$ cat src/rtl/io_timer.sv
// Memory-mapped countdown timer on the p18240 bus: PERIOD/COUNT/CTRL-STATUS registers, prescaled ticks, irq.
// Latency: reads are combinational (zero cycles); writes and timer state update on the next rising clock edge.
// Backpressure: none; every bus access completes in the cycle it is presented, the bus never stalls.
module io_timer #(
  parameter logic [15:0] BASE_ADDR = 16'h2002,
  parameter int unsigned PRESCALE  = 4
) (
  input  logic        clock,
  input  logic        reset_L,
  input  logic [15:0] memAddr,
  input  logic        re_L,
  input  logic        we_L,
  input  logic [15:0] dataIn,
  output logic [15:0] dataOut,
  output logic        drive_L,
  output logic        irq
);

  typedef enum logic {IDLE, RUN} timerState_t;

  localparam logic [15:0] COUNT_ADDR = BASE_ADDR + 16'd1;
  localparam logic [15:0] CTRL_ADDR  = BASE_ADDR + 16'd2;
  localparam logic [15:0] PRESC_MAX  = 16'(PRESCALE - 1);

  timerState_t state, stateNext;
  logic [15:0] period, periodNext;
  logic [15:0] count, countNext;
  logic [15:0] prescaler, prescNext;
  logic        enable, enableNext;
  logic        reload, reloadNext;
  logic        ie, ieNext;
  logic        done, doneNext;

  logic        selPeriod, selCount, selCtrl;
  logic        wrPeriod, wrCtrl, rdStatus;
  logic        tick, expire, zeroStart;
  logic [15:0] statusWord;

  assign selPeriod = (memAddr == BASE_ADDR);
  assign selCount  = (memAddr == COUNT_ADDR);
  assign selCtrl   = (memAddr == CTRL_ADDR);

  assign wrPeriod = ~we_L & selPeriod;
  assign wrCtrl   = ~we_L & selCtrl;
  assign rdStatus = ~re_L & selCtrl;

  assign statusWord = {done, 11'b0, (state == RUN), ie, reload, enable};

  // Read path: the MDR latches dataOut at the same edge, so it must be the pre-edge value.
  assign drive_L = ~(~re_L & (selPeriod | selCount | selCtrl));

  always_comb begin
    dataOut = 16'h0000;
    if (!re_L) begin
      if (selPeriod)     dataOut = period;
      else if (selCount) dataOut = count;
      else if (selCtrl)  dataOut = statusWord;
    end
  end

  assign irq = done & ie;

  assign tick      = (state == RUN) && (prescaler == PRESC_MAX);
  assign expire    = tick && (count == 16'd1);
  assign zeroStart = wrCtrl && dataIn[0] && (period == 16'h0000);

  always_comb begin
    stateNext  = state;
    periodNext = period;
    countNext  = count;
    prescNext  = prescaler;
    enableNext = enable;
    reloadNext = reload;
    ieNext     = ie;
    doneNext   = done;

    if (state == RUN) begin
      prescNext = tick ? 16'h0000 : prescaler + 16'd1;
      if (tick) begin
        if (count == 16'd1) begin
          // Reload samples the pre-edge period; a PERIOD write on this edge lands next time.
          if (reload && (period != 16'h0000)) begin
            countNext = period;
          end else begin
            countNext  = 16'h0000;
            enableNext = 1'b0;
            stateNext  = IDLE;
          end
        end else begin
          countNext = count - 16'd1;
        end
      end
    end

    // A software CTRL write overrides whatever the timer itself would have done this edge.
    if (wrCtrl) begin
      enableNext = dataIn[0];
      reloadNext = dataIn[1];
      ieNext     = dataIn[2];
      if (dataIn[0] && (period != 16'h0000)) begin
        countNext = period;
        prescNext = 16'h0000;
        stateNext = RUN;
      end else begin
        countNext = count;
        prescNext = prescaler;
        stateNext = IDLE;
        if (dataIn[0]) enableNext = 1'b0;
      end
    end

    if (wrPeriod) periodNext = dataIn;

    // Set beats clear: an expiry coinciding with a STATUS read leaves done high.
    if (rdStatus)           doneNext = 1'b0;
    if (expire || zeroStart) doneNext = 1'b1;
  end

  always_ff @(posedge clock or negedge reset_L) begin
    if (!reset_L) begin
      state     <= IDLE;
      period    <= 16'h0000;
      count     <= 16'h0000;
      prescaler <= 16'h0000;
      enable    <= 1'b0;
      reload    <= 1'b0;
      ie        <= 1'b0;
      done      <= 1'b0;
    end else begin
      state     <= stateNext;
      period    <= periodNext;
      count     <= countNext;
      prescaler <= prescNext;
      enable    <= enableNext;
      reload    <= reloadNext;
      ie        <= ieNext;
      done      <= doneNext;
    end
  end

endmodule

$ cat config.mk
export PLATFORM = sky130hd
export DESIGN_NAME = io_timer
export DESIGN_NICKNAME = d
export VERILOG_FILES = /design/src/rtl/io_timer.sv
export SDC_FILE = /design/constraint.sdc
export NUM_CORES = 1
export LEC_CHECK = 0
export CAP_MARGIN = 20
export CORE_ASPECT_RATIO = 1.1
export CORE_MARGIN = 3
export CORE_UTILIZATION = 59
export CTS_CLUSTER_SIZE = 40
export DETAILED_ROUTE_END_ITERATION = 10
export PLACE_DENSITY = 0.86
export SLEW_MARGIN = 20
export SYNTH_ARGS = -nofsm -noshare
export SYNTH_HDL_FRONTEND = slang
export SYNTH_SLANG_ARGS = --single-unit
$ cat constraint.sdc
create_clock -name clock -period 3.8 [get_ports clock]
set_input_delay 0.95 -clock clock [delete_from_list [all_inputs] [get_ports clock]]
set_output_delay 0.95 -clock clock [all_outputs]
set_load 0.03 [all_outputs]
==> flow_results.xml <==
<?xml version="1.0" encoding="UTF-8"?>
<metrics>
  <group name="min_path">
    <metric name="min_path_type" unit="">reg2reg</metric>
    <metric name="holdCritStartpoint" unit="">ie$_DFFE_PN0P_</metric>
    <metric name="hold-path-cell-count" unit="">2</metric>
  </group>
  <group name="worst_setup_path">
    <metric name="r2r_start" unit="">count[4]$_DFFE_PN0P_</metric>
    <metric name="critical_path_required" unit="ns">2.85</metric>
    <metric name="critical_path.endpoint_type" unit="">output pin</metric>
    <metric name="cp.arrival" unit="ns">2.69</metric>
    <metric name="path_class" unit="">in2out</metric>
    <metric name="worst_r2r_path_depth" unit="">6</metric>
    <metric name="cp-start-kind" unit="">input pin</metric>
    <metric name="critPathLaunch" unit="">memAddr[15]</metric>
    <metric name="timing.critical_path.fanout_max" unit="">11</metric>
  </group>
  <group name="clock_network">
    <metric name="tritoncts" unit="">done</metric>
    <metric name="cts_root_buffer" unit="">sky130_fd_sc_hd__clkbuf_8</metric>
    <metric name="cts-resized-gates" unit="">0</metric>
    <metric name="cts.reportedPaths.clkPinSlew" unit="ns">0.09</metric>
    <metric name="postCtsSetupBuffers" unit="">0</metric>
    <metric name="total_cts_buffers" unit="">5</metric>
    <metric name="hold_buffer_count_at_cts" unit="">0</metric>
    <metric name="clkSinkCount" unit="">53</metric>
    <metric name="number_of_levels_the_h_tree_was_split_into" unit="">2</metric>
    <metric name="clock_tree_buf_depth" unit="">2</metric>
    <metric name="clock_insertion_delay_worst_skew" unit="ns">0.31</metric>
  </group>
  <group name="finish">
    <metric name="layout.cells.most_common" unit="">sky130_fd_sc_hd__nor2_1</metric>
    <metric name="finish.utilization" unit="%">74.7</metric>
    <metric name="drive_gt1_share" unit="%">17.7</metric>
    <metric name="area_growth_syn_to_layout" unit="%">19.0</metric>
    <metric name="finalNetCount" unit="">461</metric>
    <metric name="stdcell_area" unit="µm²">4160</metric>
    <metric name="layout.cells.most_common_list" unit="">sky130_fd_sc_hd__nor2_1, sky130_fd_sc_hd__dfrtp_1, sky130_fd_sc_hd__clkdlybuf4s50_1</metric>
    <metric name="multiInputGateArea" unit="µm²">2030</metric>
    <metric name="insertedDiodeCount" unit="">0</metric>
    <metric name="fillCellCount" unit="">393</metric>
    <metric name="ff_latch_area" unit="µm²">1330</metric>
  </group>
  <group name="placed_design">
    <metric name="io_buffers" unit="">53</metric>
    <metric name="dp_hpwl" unit="µm">6300</metric>
    <metric name="post-place-ws" unit="ns">0.0355</metric>
    <metric name="placed_area" unit="µm²">4020</metric>
    <metric name="globalplace.congestion" unit="">0.944</metric>
  </group>
  <group name="yosys">
    <metric name="syn_avg_cell_area" unit="µm²">9.50</metric>
    <metric name="synth_compound_area_share" unit="%">17.1</metric>
    <metric name="synth_fa_ha_area_share" unit="%">1.07</metric>
    <metric name="ys_dominant_reg_cell" unit="">sky130_fd_sc_hd__dfrtp_1</metric>
    <metric name="synth-edff-count" unit="">0</metric>
    <metric name="synthesized_cell_area" unit="µm²">3500</metric>
    <metric name="post_synth_xor_area_fraction" unit="%">2.75</metric>
    <metric name="synth_simple_gate_area_share" unit="%">25.8</metric>
    <metric name="synth.yosys.warnings" unit="">0</metric>
    <metric name="synth_top_family_by_area" unit="">simple AND/OR/NAND/NOR gates</metric>
    <metric name="synthesized_instance_count" unit="">368</metric>
    <metric name="synth.mux.area_fraction" unit="%">11.1</metric>
    <metric name="postSynthRegisterBits" unit="">53</metric>
    <metric name="synth_seq_area_share" unit="%">37.9</metric>
    <metric name="synth_nets" unit="">407</metric>
    <metric name="yosysUniqueCellTypes" unit="">65</metric>
    <metric name="synth_async_sr_flop_share" unit="%">100</metric>
  </group>
  <group name="sta">
    <metric name="grt_setup_unrepaired" unit="">false</metric>
    <metric name="final-max-slew-violation-count" unit="">0</metric>
    <metric name="pin_slew_with_the_least_headroom_to_its_limit" unit="ns">0.680</metric>
    <metric name="setup_tns" unit="ns">0</metric>
    <metric name="clock-skew-final" unit="ns">0.0162</metric>
    <metric name="hold_viol_final" unit="">0</metric>
    <metric name="fin_crit_sh" unit="%">95.8</metric>
    <metric name="timing.final.crit_period" unit="ns">3.64</metric>
    <metric name="slew_headroom" unit="%">54.7</metric>
    <metric name="setup_slack" unit="ns">0.158</metric>
    <metric name="setup_viol" unit="">0</metric>
    <metric name="clock.fmax" unit="GHz">0.275</metric>
  </group>
  <group name="floorplan">
    <metric name="die_width" unit="µm">79.4</metric>
    <metric name="die_height" unit="µm">86.7</metric>
    <metric name="placement_rows" unit="">28</metric>
    <metric name="design.portCount" unit="">54</metric>
    <metric name="placeableCoreArea" unit="µm²">5570</metric>
    <metric name="floorplan.initialDensity" unit="%">62.8</metric>
    <metric name="dieArea" unit="µm²">6890</metric>
  </group>
  <group name="grt">
    <metric name="grt_pass1_vias" unit="">2938</metric>
    <metric name="groute.layer.met1.usage" unit="%">36.6</metric>
    <metric name="grt_usage" unit="%">25.7</metric>
    <metric name="grt_antenna_before_repair" unit="">0</metric>
    <metric name="pin_count_of_the_biggest_net_entering_global_routing" unit="">32</metric>
    <metric name="grt.met2_usage" unit="%">41.0</metric>
    <metric name="grt_first_pass_wirelength" unit="µm">14200</metric>
    <metric name="globalRoute.totalOverflow" unit="">0</metric>
    <metric name="grt_busiest_layer" unit="">met2</metric>
    <metric name="grtUsageMet3" unit="%">3.95</metric>
  </group>
  <group name="drt">
    <metric name="first_iter_violations" unit="">279</metric>
    <metric name="drt-total-wl" unit="µm">8540</metric>
    <metric name="final_antenna_net_count" unit="">0</metric>
    <metric name="route.vias.total" unit="">3120</metric>
    <metric name="avgRoutedWirePerCell" unit="µm">17.1</metric>
    <metric name="route.detailed.vias_per_inst" unit="">6.27</metric>
    <metric name="drc_errors" unit="">0</metric>
    <metric name="drtPass1Iterations" unit="">5</metric>
  </group>
  <group name="power">
    <metric name="power_leakage" unit="nW">1.77</metric>
    <metric name="design_power_total" unit="mW">1.09</metric>
    <metric name="vdd.ir_drop.worst" unit="V">0.000214</metric>
    <metric name="areal_power_density_over_the_cells" unit="nW/µm²">261</metric>
  </group>
  <group name="outcome">
    <metric name="status" unit="">completed</metric>
  </group>
  <group name="job">
    <metric name="drv_cap" unit="">0</metric>
  </group>
</metrics>
[cell usage after synthesis, types with 4 or more instances]
library cell / count / area share [%]
sky130_fd_sc_hd__nand4_1: 7 / 1.3
sky130_fd_sc_hd__mux2i_1: 16 / 4.6
sky130_fd_sc_hd__mux2_4: 10 / 4.3
sky130_fd_sc_hd__nor4_4: 4 / 2.4
sky130_fd_sc_hd__nand3_1: 12 / 1.7
sky130_fd_sc_hd__nor3_1: 7 / 1.0
sky130_fd_sc_hd__nor4_1: 10 / 1.8
sky130_fd_sc_hd__xnor2_1: 11 / 2.8
sky130_fd_sc_hd__a21oi_1: 22 / 3.1
sky130_fd_sc_hd__a211oi_1: 4 / 0.86
sky130_fd_sc_hd__buf_6: 4 / 1.3
sky130_fd_sc_hd__clkbuf_1: 4 / 0.43
sky130_fd_sc_hd__o21ai_1: 17 / 2.4
sky130_fd_sc_hd__dfrtp_1: 53 / 38
sky130_fd_sc_hd__inv_1: 8 / 0.86
sky130_fd_sc_hd__nor2_1: 62 / 6.7
sky130_fd_sc_hd__a32oi_1: 6 / 1.5
sky130_fd_sc_hd__mux2_2: 7 / 2.3
sky130_fd_sc_hd__o21ai_0: 16 / 2.3
sky130_fd_sc_hd__nand2_1: 29 / 3.1
[worst paths after layout]
check / slack [ns] / endpoint
max in group asynchronous: 2.37 / prescaler[12]$_DFFE_PN0P_
min in group asynchronous: 0.66 / count[7]$_DFFE_PN0P_
worst min-delay path: 0.49 / ie$_DFFE_PN0P_
worst max register to register: 1.54 / count[10]$_DFFE_PN0P_
worst max-delay path: 0.16 / dataOut[9]
worst min register to register: 0.49 / ie$_DFFE_PN0P_
[logic make-up (layout without fill, tap and decap cells)]
| family | count (synthesis) | after routing |
|---|---|---|
| mux | 33 | 33 |
| xor+xnor | 11 | 11 |
| fa+ha+maj | 3 | 3 |
| compound gates | 87 | 87 |
| flops | 53 | 53 |
| buf+inv | 22 | 77 |
| simple gates | 159 | 159 |
[layer usage]
metal | share of wire [%] | vias to the layer above
li1 | - | 1458
met1 | 44 | 1518
met2 | 48 | 128
met3 | 6.3 | 16
met4 | 1.8 | 0
met5 | 0 | -
[critical path, cell delays in order]
cell and delay, ns:
sky130_fd_sc_hd__clkdlybuf4s50_1 0.44, sky130_fd_sc_hd__nor4_4 0.35, sky130_fd_sc_hd__nand2_2 0.10, sky130_fd_sc_hd__nand4b_4 0.19
sky130_fd_sc_hd__or2_4 0.32, sky130_fd_sc_hd__nor2_1 0.17, sky130_fd_sc_hd__buf_4 0.18
[area by class of cell]
type / instances / share of cell area [%]
multi-input cells: 293 / 48.8
flip-flops and latches: 53 / 31.9
repair buffers: 61 / 13.2
well taps: 75 / 2.26
clock buffers: 5 / 1.65
clock inverters: 3 / 1.56
inverters: 8 / 0.722
[through the flow]
stage | hold slack [ns] | instances
2_1_floorplan | 0.453 | 368
3_3_place_gp | 0.469 | 490
3_5_place_dp | 0.472 | 490
4_1_cts | 0.493 | 498
5_1_grt | 0.527 | 498
6_report | 0.494 | 498
[registers in the layout, indices dropped and copies added (netlist names)]
signal,flops
count,16
done,1
enable,1
ie,1
period,16
prescaler,16
reload,1
state,1
[report_power, final]
| part | switching [mW] | internal [mW] | total, mW |
|---|---|---|---|
| clock network | 0.187 | 0.262 | 0.449 |
| logic | 0.0338 | 0.0404 | 0.0742 |
| registers | 0.000111 | 0.564 | 0.564 |
| total | 0.221 | 0.866 | 1.09 |
Note: power is estimated with default switching activity, not from simulation.
==> RTL change 1, RTL diff (same settings) <==
Make the reset (`reset_L`) synchronous in one clocked block.
--- a/src/rtl/io_timer.sv
+++ b/src/rtl/io_timer.sv
@@ -116,7 +116,7 @@
     if (expire || zeroStart) doneNext = 1'b1;
   end
 
-  always_ff @(posedge clock or negedge reset_L) begin
+  always_ff @(posedge clock) begin
     if (!reset_L) begin
       state     <= IDLE;
       period    <= 16'h0000;
Check against the original RTL: differs if reset_L is asserted again (counterexample within 4 cycles, from zero or initial values and one cycle with reset_L low); with reset_L held inactive, the same outputs for 4 cycles.
==> RTL change 1 against the unedited design <==
- power shrank 6.3%
- cell area shrank 1.3%
- maximum frequency shrank 7.1%
- worst hold slack lost 0.023 ns
- sequential cell count is the same
- critical endpoint unchanged
- the flow now finishes with violations (setup timing)
- clock skew shrank 0.0018 ns
- count of clock-buffer cells in the layout is the same
- final cell count grew 9.8%
- wire length grew 15%
- synthesized area shrank 8.4%
- combinational power shrank 3%
- via count grew 11%
- setup slack lost 0.28 ns
- global-route usage grew 3.2 points
==> RTL change 1: results (changes against the unedited design) <==
hold slack final 0.471 ns (-0.0226 ns); Avg Synthesized Cell Area 7.70 um^2 (-19%); Seq/Total Area, Yosys 33.1% (-4.8 points); vias in the first global route 3212 (+9.3%); Final nets 513 (+11%); outcome complete, but fails checks; initial drt markers 401 (+44%); DP Area 3810 um^2 (-5.3%); worst reg2reg setup slack 0.96 ns (-0.58 ns); Setup Skew 0.0144 ns (-0.00182 ns); Setup violations, final 15 (+15); final worst setup slack -0.118 ns (-0.277 ns); synth cell count leaders nand2_1 (54), dfxtp_1 (53), nor2_1 (49); RR Startpoint count[0]$_SDFFE_PN0P_; Final Non-Filler Cells 547 (+9.8%); GRT Total Usage 28.9% (+3.2 points); dpl cells 531 (+8.4%); violations in the final reports setup timing; largest net degree at the start of global routing 30 (-6.3%); capturing point of the worst reg2reg path count[4]$_SDFFE_PN0P_; Avg WL per Cell 17.9 um (+4.4%); Rel. slew slack 39.0% (-16 points); Worst Hold Launch enable$_SDFFE_PN0P_; gpl congestion 0.910 (-3.6%); hold endpoint enable$_SDFFE_PN0P_; synth unique cells 49 (-25%); Fillers 379 (-3.6%); HPWL Detailed 6590 um (+4.5%); static leakage 1.52 nW (-14%); global-route wire length before repair 15300 um (+8.1%)
==> RTL change 1: changes by cell type in the layout (fill, tap and decap cells not counted), sizes merged, moves of 8 or more <==
cell    before  now
a21boi       1   21
buf         25   37
dfrtp       53    0
dfxtp        0   53
mux2        17    7
nand2       30   54
nand3       13   25
nor2        63   49
o21ai       35   27
==> RTL change 1: worst max-delay path by stage <==
stage               slack, ns        start          to  depth (start not counted)
floorplan                0.01  memAddr[11]  dataOut[0]                          7
finish                  -0.12  memAddr[13]  dataOut[9]                          9
detailed placement      -0.04  memAddr[11]     drive_L                          6
global route            -0.16  memAddr[13]  dataOut[9]                          9
CTS                     0.008  memAddr[11]  dataOut[2]                          8
global placement         0.02  memAddr[11]     drive_L                          6
==> RTL change 1: cells by family after synthesis <==
kind of cell	synth area share (%)
adder cells (fa/ha/maj)	1.17
multiplexers	5.90
AND/OR/NAND/NOR	29.8
buffers and inverters	4.10
XOR/XNOR	4.38
AO/OA/AOI/OAI	21.5
flip-flops	33.1
==> RTL change 1: per-stage QoR <==
stage	util, %	setup WS (ns)
floorplan	-	0.00977
global placement	74.1	0.0232
detailed placement	74.1	-0.0365
CTS	76.4	0.00821
global route	80.0	-0.160
finish	80.0	-0.118
==> RTL change 1: where the power goes <==
part | total (W) | internal, W | switching, W
Combinational | 0.0000723 | 0.0000433 | 0.0000290
Clock | 0.000391 | 0.000197 | 0.000194
Sequential | 0.000555 | 0.000555 | 0.00000000212
Total | 0.00102 | 0.000796 | 0.000223
==> RTL change 1: final cells by class <==
class | count | area share, %
multi-input combinational | 331 | 50.6
sequential | 53 | 25.8
timing repair buffer | 76 | 17.9
tap | 72 | 2.19
clock buffer | 5 | 1.68
clock inverter | 3 | 1.13
inverter | 7 | 0.640
==> RTL change 1: timing repair <==
item                                    in CTS  in global routing
cloned                                       0                  2
gates resized for setup                      2                 26
endpoints found under the setup margin       4                 16
pin swaps                                    1                  5
hold buffers                                 0                  0
hold endpoints to repair                     0                  0
setup buffers                                0                  6
==> RTL change 1: routing by layer <==
| layer | track usage [%] | share of wire [%] | up-vias |
|---|---|---|---|
| li1 | - | - | 1622 |
| met1 | 35.7 | 40 | 1628 |
| met2 | 49.6 | 50 | 177 |
| met3 | 4.99 | 6.9 | 22 |
| met4 | 11.7 | 2.8 | 0 |
| met5 | 0 | 0 | - |
==> RTL change 1: critical path: stages <==
cell and delay, ns:
clkdlybuf4s50_1 0.48, nor4b_4 0.22, nand4_1 0.27, nor3b_4 0.35
buf_6 0.15, nand2b_4 0.09, buf_12 0.15, nor2_1 0.13
buf_4 0.18
==> RTL change 2, RTL diff (config.mk and constraints unchanged) <==
Without the edit above. Add an input register stage for `memAddr`, with the module's reset; this delays it by one clock. The other inputs are not delayed to match.
--- a/src/rtl/io_timer.sv
+++ b/src/rtl/io_timer.sv
@@ -22,6 +22,16 @@
   localparam logic [15:0] CTRL_ADDR  = BASE_ADDR + 16'd2;
   localparam logic [15:0] PRESC_MAX  = 16'(PRESCALE - 1);
 
+  logic [15:0] memAddr_q;
+
+  always_ff @(posedge clock or negedge reset_L) begin
+    if (!reset_L) begin
+      memAddr_q <= '0;
+    end else begin
+      memAddr_q <= memAddr;
+    end
+  end
+
   timerState_t state, stateNext;
   logic [15:0] period, periodNext;
   logic [15:0] count, countNext;
@@ -36,9 +46,9 @@
   logic        tick, expire, zeroStart;
   logic [15:0] statusWord;
 
-  assign selPeriod = (memAddr == BASE_ADDR);
-  assign selCount  = (memAddr == COUNT_ADDR);
-  assign selCtrl   = (memAddr == CTRL_ADDR);
+  assign selPeriod = (memAddr_q == BASE_ADDR);
+  assign selCount  = (memAddr_q == COUNT_ADDR);
+  assign selCtrl   = (memAddr_q == CTRL_ADDR);
 
   assign wrPeriod = ~we_L & selPeriod;
   assign wrCtrl   = ~we_L & selCtrl;
Formal check against the unedited RTL: not equivalent (a bounded check fails within 4 cycles, from zero or initial values and one cycle with reset_L low).
==> RTL change 2 against the unedited design <==
- clock skew fell by 0.0079 ns
- via count rose by 9.8%
- setup slack improved by 0.059 ns
- non-clock buffer count rose by 1
- worst hold slack improved by 0.034 ns
- combinational power rose by 58%
- power rose by 40%
- maximum frequency rose by 1.6%
- synthesized area rose by 7.7%
- sequential cell count rose by 16
- cell area rose by 11%
- die area rose by 7.1%
- wire length rose by 18%
- critical path type unchanged
==> RTL change 2: results (changes against the unedited design) <==
ys async rst share 100% (unchanged); drt first pass iters 5 (unchanged); PostCTS Resize Cnt 0 (unchanged); DR vias/cell 6.46 (+3.1%); Max FO, Critical Path 11 (unchanged); peak supply drop 267 uV (+25%); largest net degree at the start of global routing 37 (+16%); gpl congestion 0.909 (-3.7%); Clk Latency, worst-skew pair 0.35 ns (+0.04 ns); routed wl met2 5140 um (+26%); outcome finished clean; DP Worst Slack 0.213 ns (+0.178 ns); Worst Hold Class flop to flop; post-CTS setup buffers 0 (unchanged); met3 usage 5.10% (+1.1 points); final worst setup slack 0.217 ns (+0.0591 ns); Avg WL per Cell 19.0 um (+11%); initial antenna violation count 0 (unchanged); total CTS buffers 9 (+4); clk buf depth 2 (unchanged); synth unique cells 55 (-15%); Final nets 487 (+5.6%); Setup Skew 0.00836 ns (-0.00787 ns); routing usage on met2 45.7% (+4.6 points); share of cells above drive strength 1 12.6% (-5.1 points); CTS clk-pin slew, worst paths 0.08 ns; vias in the first global route 3365 (+15%); slowest stage delay, CP 0.69 ns (+0.25 ns); ANT cells 0 (unchanged); Main synth FF type dfrtp_1; metal1 wirelength 4030 um (+6.9%); synthesized net count 433 (+6.4%); Arr. time, crit path 2.63 ns (-0.06 ns); CP max stage cell clkdlybuf4s50_1; static leakage 2.00 nW (+13%); CTS H-tree depth 3 (+1); # port buffers 53 (unchanged); global-route wire length before repair 16600 um (+17%); HPWL Detailed 7130 um (+13%); GRT Total Usage 28.8% (+3.1 points); initial drt markers 272 (-2.5%); CP top delay family buffers and inverters; Yosys warning count 0 (unchanged); Psw 0.000374 W (+69%); Rel. slew slack 34.3% (-20 points); wire length on met3 751 um (+40%); CTS Root Cell clkbuf_8; Seq/Total Area, Yosys 45.9% (+7.9 points); met1 usage 39.1% (+2.5 points); synth cell count leaders dfrtp_1 (69), nor2_1 (63), o21ai_0 (32); Top Metal Used met4; Area contributors post-synth dfrtp_1 (46%), nor2_1 (6.3%), mux2_2 (5.4%); DP Area 4390 um^2 (+9.2%)
RTL change 2: cell count changes in the layout (fill, tap and decap cells not counted), moves of 16 or more:
cell	delta
buf_4	-16
dfrtp_1	+16
clkdlybuf4s50_1	+17
o21ai_1	-16
o21ai_0	+16
RTL change 2: cell families after synthesis:
kind of cell | after synthesis | synth area share (%)
compound gates | 98 | 16.6
xor+xnor | 8 | 1.86
fa+ha+maj | 3 | 0.997
buf+inv | 24 | 2.69
flops | 69 | 45.9
mux | 35 | 9.90
simple gates | 157 | 22.1
RTL change 2: through the flow:
stage	total power, W	hold slack (ns)	std cells
floorplan	0.000834	0.446	394
global placement	0.000902	0.489	514
detailed placement	0.000907	0.492	514
CTS	0.00152	0.516	530
global route	0.00157	0.555	530
finish	0.00152	0.527	530
RTL change 2: power by group through the flow:
stage	sequential (W)	clock, W	combinational (W)
detailed placement	0.000790	0	0.000116
finish	0.000777	0.000625	0.000117
floorplan	0.000779	0	0.0000552
global route	0.000780	0.000666	0.000129
CTS	0.000776	0.000629	0.000117
global placement	0.000789	0	0.000113
RTL change 2: area by class of cell:
type                    count  area, um^2
inverters                   5        18.8
well taps                  77        96.3
repair buffers             62         606
fillers                   433        1380
multi-input cells         301        1960
clock inverters             6        70.1
flip-flops and latches     69        1730
clock buffers              10         138
RTL change 2: final timing paths:
path,slack [ns],end,startpoint,cells after the start
max,0.22,dataOut[4],re_L,4
min,0.53,enable$_DFFE_PN0P_,enable$_DFFE_PN0P_,2
max reg2reg,0.95,count[7]$_DFFE_PN0P_,period[11]$_DFFE_PN0P_,6
min reg2reg,0.53,enable$_DFFE_PN0P_,enable$_DFFE_PN0P_,2
max in group asynchronous,2.46,count[6]$_DFFE_PN0P_,reset_L,2
min in group asynchronous,0.67,memAddr_q[10]$_DFF_PN0_,reset_L,1
